===== src/rtl/fp_align_accum.sv =====
// fp_align_accum: aligns narrow signed fixed-point samples to a wide format and emits saturated block sums.
module fp_align_accum #(
  parameter int NB_XI  = 8,
  parameter int NBF_XI = 6,
  parameter int NB_XO  = 12,
  parameter int NBF_XO = 8,
  parameter int LOG2_N = 2
) (
  input  logic              i_clock,
  input  logic              i_reset,
  input  logic              i_valid,
  output logic              o_ready,
  input  logic [NB_XI-1:0]  i_data,
  output logic              o_valid,
  input  logic              i_ready,
  output logic [NB_XO-1:0]  o_data,
  output logic              o_ovf
);
  localparam int NA = NB_XO + LOG2_N;
  localparam int CW = LOG2_N > 0 ? LOG2_N : 1;
  localparam int SH = NBF_XO - NBF_XI;
  localparam logic [CW-1:0] LAST = CW'((1 << LOG2_N) - 1);
  if (NBF_XO < NBF_XI || (NB_XO - NBF_XO) < (NB_XI - NBF_XI)) begin : g_bad_format
    $error("fp_align_accum: output format narrower than input format");
  end
  logic signed [NB_XO-1:0] aligned;
  logic signed [NA-1:0]    acc, acc_next;
  logic [CW-1:0]           cnt;
  logic [LOG2_N:0]         top;
  logic                    last, accept, ovf;
  logic [NB_XO-1:0]        sum;
  assign aligned  = NB_XO'($signed(i_data)) <<< SH;
  assign last     = cnt == LAST;
  assign o_ready  = ~(last & o_valid & ~i_ready);
  assign accept   = i_valid & o_ready;
  assign acc_next = (cnt == '0 ? '0 : acc) + NA'(aligned);
  // guard bits plus the output MSB must all match the sign for the sum to fit
  assign top      = acc_next[NA-1:NB_XO-1];
  assign ovf      = ~(&top) & (|top);
  assign sum      = ovf ? {acc_next[NA-1], {(NB_XO-1){~acc_next[NA-1]}}} : acc_next[NB_XO-1:0];
  always_ff @(posedge i_clock or negedge i_reset) begin
    if (!i_reset) begin
      acc     <= '0;
      cnt     <= '0;
      o_valid <= 1'b0;
      o_data  <= '0;
      o_ovf   <= 1'b0;
    end else begin
      if (accept) begin
        acc <= acc_next;
        cnt <= last ? '0 : cnt + 1'b1;
      end
      if (accept & last) begin
        o_valid <= 1'b1;
        o_data  <= sum;
        o_ovf   <= ovf;
      end else if (i_ready) begin
        o_valid <= 1'b0;
      end
    end
  end
endmodule


===== config.mk =====
export PLATFORM = sky130hd
export DESIGN_NAME = fp_align_accum
export DESIGN_NICKNAME = d
export VERILOG_FILES = /design/src/rtl/fp_align_accum.sv
export SDC_FILE = /design/constraint.sdc
export NUM_CORES = 1
export LEC_CHECK = 0
export BUFFER_PORTS_ARGS = -buffer_cell sky130_fd_sc_hd__buf_2
export CAP_MARGIN = 20
export CELL_PAD_IN_SITES_DETAIL_PLACEMENT = 1
export CELL_PAD_IN_SITES_GLOBAL_PLACEMENT = 1
export CORE_ASPECT_RATIO = 1.75
export CORE_UTILIZATION = 46
export DETAILED_ROUTE_END_ITERATION = 10
export GPL_ROUTABILITY_DRIVEN = 0
export HOLD_SLACK_MARGIN = 0.03
export PLACE_DENSITY_LB_ADDON = 0.1
export SETUP_SLACK_MARGIN = 0.05
export SLEW_MARGIN = 10
export SYNTH_ARGS = -nofsm -noshare
export SYNTH_HDL_FRONTEND = slang
export SYNTH_SLANG_ARGS = --single-unit

===== constraint.sdc =====
create_clock -name i_clock -period 6.05 [get_ports i_clock]
set_clock_uncertainty 0.2 [all_clocks]
set_input_delay 0 -clock i_clock [delete_from_list [all_inputs] [get_ports i_clock]]
set_output_delay 0 -clock i_clock [all_outputs]
set_load 0.02 [all_outputs]

Word level (Yosys, flattened, before mapping):

Cells that the tools add are included.

* memories: 0
* flip-flop bits (word level): 30
* bits in latches: 0
* memory bits (writable): 0
* memory bits (read-only): 0

* shift-type cells: 0
* mux-type cells: 5
* divide/modulo/power cells: 0
* equal/unequal tests: 1
* $lt $le $gt $ge: 0
* $mul: 0
* bitwise gates (word level): 9
* $add $sub $neg: 2
* reduce and logical (&&, ||, !) cells: 4

Operator list (count)
* adder 14 bit: 1
* 2-to-1 mux 14 bit: 1
* 2-to-1 mux 12 bit: 1
* bitwise AND 1 bit: 5
* NOT 1 bit: 4
* AND reduction 3 bit: 1
* OR reduction 3 bit: 1
* adder 2 x 1 -> 2 bit, second input constant: 1
* == test 2 bit, second input constant: 1
* logical NOT 2 bit: 1
* 2-to-1 mux 1 bit: 2
* 2-to-1 mux 2 bit: 1
* nonzero test 2 bit: 1

Depth between registers and ports, before layout:

* word-level depth: 7
* mapped depth: 14
* depth with buffers taken out: 12

Worst setup path after synthesis:

OpenSTA, ideal clock, no wires.

* kind: register to register
* start point: register cnt[0]
* end point: register o_data[3]
* buffers on the path: 2
* cell stages (with the launch flop): 14
* setup slack: 3042 ps
* setup time: 73 ps
* period minus slack after synthesis: 3008 ps
* data arrival time: 2735 ps
* path through: dfrtp_1 > inv_1 > ha_1 > clkbuf_1 > nor2b_1 > ha_1 > or2_1 > o31a_1 > a2111oi_2 > nor3b_2 > o211ai_2 > buf_6 > nand2_1 > a21oi_2

* longest elaborated chain between the ends: 7
* elaborated cells between the ends (all ways): 15
* classes of those cells: add/sub (1); eq/ne (1); mux (2); bitwise (8); reduce/logical (3)

Ends and longest elaborated chain
* start: declaration: line 28 `logic [CW-1:0] cnt;`
* start signal: assignment: line 51 `cnt <= last ? '0 : cnt + 1'b1;`
* logical NOT 2 bit: line 36 `assign acc_next = (cnt == '0 ? '0 : acc) + NA'(aligned);`
* 2-to-1 mux 14 bit: line 36
* adder 14 bit: line 36
* AND reduction 3 bit: line 39 `assign ovf = ~(&top) & (|top);`
* NOT 1 bit: line 39
* bitwise AND 1 bit: line 39
* 2-to-1 mux 12 bit: line 40 `assign sum = ovf ? {acc_next[NA-1], {(NB_XO-1){~acc_next[NA-1]}}} : acc_next[NB_XO-1:0];`
* end signal: assignment: line 55 `o_data <= sum;`
* end: declaration: line 16 `output logic [NB_XO-1:0] o_data,`

Several ways; a longest one is shown, not always the timed one.
A chain may end at the register's enable or synchronous reset.

Worst setup path after layout:

* start point: register cnt[0]
* end point: register o_data[7]

The elaborated chain is that of the path after synthesis.

==> flow_metrics.tcl <==
set metrics [dict create \
    status "finished, final reports clean" \
    rows 30 \
    nets 271 \
    antenna_cells 0 \
    end_kind "flop" \
    synth.cell_area_um2 1871 \
    clock_latency_ns 0.28 \
    grt_pass1_vias 1773 \
    area_growth_syn_to_layout_pct 15.45 \
    top_layer "met4" \
    pin_count 27 \
    min_period_over_period 0.6236 \
    dr_wl_met2_um 3017 \
    drt_iter0_drc 12 \
    synth-seq-area-share 0.4013 \
    max_freq_mhz 265.0 \
    routed_via_density 5.459 \
    final.fill_count 480 \
    wl_per_cell_um 17.65 \
    dp_slack_ns 2.279 \
    die_width_um 50.21 \
    cts_buffers 5 \
    p_leak_uw 0.001001 \
    gr-total-overflow 0 \
    met1_length_um 1999 \
    critPathMaxFanout 16 \
    slew-limit-headroom 0.5406 \
    wirelength_um 5188 \
    ys_warn_count 0 \
    synth_compound_area_frac 0.1639 \
    cp-start-kind "flop" \
    synth.distinct_cells 40 \
    antenna_found_initial 0 \
    path_clk_slew_ns 0.07 \
    grt_use_total 0.2733 \
    synth_top_family_by_area "simple AND/OR/NAND/NOR gates" \
    core_um2 3866 \
    firstDrtPassIters 4 \
    period_needed_ns 3.773 \
    root_buffer "clkbuf_8" \
    setup_viol_count_final 0 \
    synth_nets 242 \
    cap_violations 0 \
    grt_pass1_wl_um 8845 \
    synthMuxAreaShare 0 \
    synth-xor-area-share 0.03746 \
    required_ns 6.06 \
    layout_setup_ws_ns 2.277 \
    arrival_ns 3.78 \
    cts.path.max_buffers 2 \
    crit_type "flop to flop" \
    min_path_type "input port to asynchronous set/reset pin" \
    cts_htree_levels 2 \
    crit_start "cnt[0]" \
    synth.largest_area_cell "dfrtp_1" \
    finalSetupTns_ns 0 \
    fp.dieArea_um2 4335 \
    worst_pin_slew_ns 0.6890 \
    die_h_um 86.36 \
    rsz0062_at_grt "no" \
    synth_cells 216 \
    clock-sinks 30 \
    power_density_nw_per_um2 624.6 \
    ys_ff_latch 30 \
    hold_viol_final 0 \
    yosysTopAreaCellShare 0.4013 \
    route.met3.wl_um 77 \
    cts_resized 0 \
    vias 1605 \
    dp_hpwl_um 4032 \
    ir_drop_mv 0.2998 \
    reg2reg_from "cnt[0]" \
    drc 0 \
    cts_tree "yes" \
    grt_max_degree 31 \
    synth_area_leaders "dfrtp_1 40%, nand2_1 9.4%, ha_1 8.7%, nor2b_1 5.0%, nor2_1 4.0%" \
    ant_nets 0 \
    finalPower_uw 1349 \
    drv_slew 0 \
    synth.avg_cell_area_um2 8.660 \
    drive_gt1_frac 0.1707 \
    synthAdderAreaFrac 0.09766 \
    start_util 0.4838 \
    synth-simple-area-share 0.2609 \
    numPortBuffers 26 \
]
-- per-stage QoR --
step | cells | instance area (um^2) | hold slack (ns) | utilization
floorplan | 216 | 1871 | -0.4956 | -
global placement | 281 | 2014 | -0.1507 | 0.5210
detailed placement | 281 | 2014 | -0.1257 | 0.5210
CTS | 294 | 2160 | 0.09006 | 0.5586
global route | 294 | 2160 | 0.1359 | 0.5586
finish | 294 | 2160 | 0.09126 | 0.5586
-- per-layer routing --
layer,vias to the layer above,global-route usage
met5,-,0
met4,0,0.1065
met3,8,0.02632
met2,19,0.5309
met1,783,0.2886
li1,795,-
-- timing repair --
item | 4_1_cts | 5_1_grt
hold endpoints to repair | 35 | 0
hold buffers | 5 | 0
setup buffers | 0 | 0
-- cell usage in the layout, fill, tap and decap left out, types with 2 or more instances in the layout --
cell	count
nand2_1	47
dfrtp_1	30
buf_2	26
nor2_1	20
nor2b_1	15
a21oi_1	13
ha_1	13
o21ai_0	8
inv_1	7
nand3_1	6
xnor2_1	6
clkbuf_8	6
dlygate4sd3_1	5
nand3b_1	3
o211ai_1	3
a21o_1	3
nand4_1	3
nor3_1	3
a21oi_2	3
o311ai_0	2
o2111ai_1	2
xor2_1	2
a21boi_0	2
-- synthesized netlist by cell type --
master and n:
a21oi_2 3, o31a_1 1, buf_4 1, and4_1 1, nor2_1 20, a2111oi_2 1
xnor2_1 6, a22oi_1 1, xor2_1 2, o21ai_0 8, dfrtp_1 30, buf_6 1
nor3_1 3, or4_1 1, and3_1 1, ha_1 13, nor4b_1 1, and2_1 1
a31o_2 1, or2_1 1, o211ai_2 1, a211oi_2 1, nor2b_1 15, o2111ai_1 2
a21oi_1 13, buf_2 1, clkbuf_1 6, fa_1 1, nand3_1 6, a211oi_1 1
nand3b_1 3, o21bai_1 1, a21boi_0 2, a21o_1 3, inv_1 7, nand2_1 47
nor3b_2 1, o211ai_1 3, nand4_1 3, o311ai_0 2
-- kinds of logic (layout without fill, tap and decap cells) --
group | after synthesis | in the layout
simple gates | 104 | 104
flops | 30 | 30
fa+ha+maj | 14 | 14
xor+xnor | 8 | 8
buf+inv | 16 | 46
compound gates | 44 | 44
-- area by class of cell --
type	count	area (um^2)	area share
timing repair buffer	31	180.2	0.08343
inverter	7	26.28	0.01217
tap	48	60.06	0.02781
sequential	30	750.7	0.3476
clock buffer	6	82.58	0.03824
multi-input combinational	170	1047	0.4849
clock inverter	2	12.51	0.005794
-- sequential cells by signal (all words and copies together) (netlist names) --
| register | cells |
|---|---|
| o_valid | 1 |
| cnt | 2 |
| o_data | 12 |
| o_ovf | 1 |
| acc | 14 |
-- report_power, final --
| group | leakage (uW) | switching [uW] | internal [uW] |
|---|---|---|---|
| clock | 0.0000472 | 78.8 | 91.3 |
| combinational | 0.000601 | 534 | 301 |
| sequential | 0.000353 | 50.9 | 292 |
| total | 0.00100 | 664 | 685 |
-- path summary, 6_finish.rpt --
kind	cells past startpoint	to	slack, ns
setup reg to reg	11	o_data[7]	2.28
hold / removal	2	o_valid	0.09
min in group i_clock	5	o_data[4]	0.09
hold reg to reg	2	acc[3]	0.28
max in group asynchronous	2	o_data[9]	5.12
setup / recovery	11	o_data[7]	2.28
-- critical path, cell delays in order (launching register included) --
cell and delay [ns]:
dfrtp_1 0.39, inv_1 0.09, ha_1 0.51, nor2b_1 0.18, ha_1 0.32, a21oi_1 0.29, o2111ai_1 0.30, a2111oi_2 0.43
nor3b_2 0.13, o211ai_2 0.50, nand2_1 0.16, a21oi_1 0.17
No activity file was read; power rests on OpenSTA's default activity.
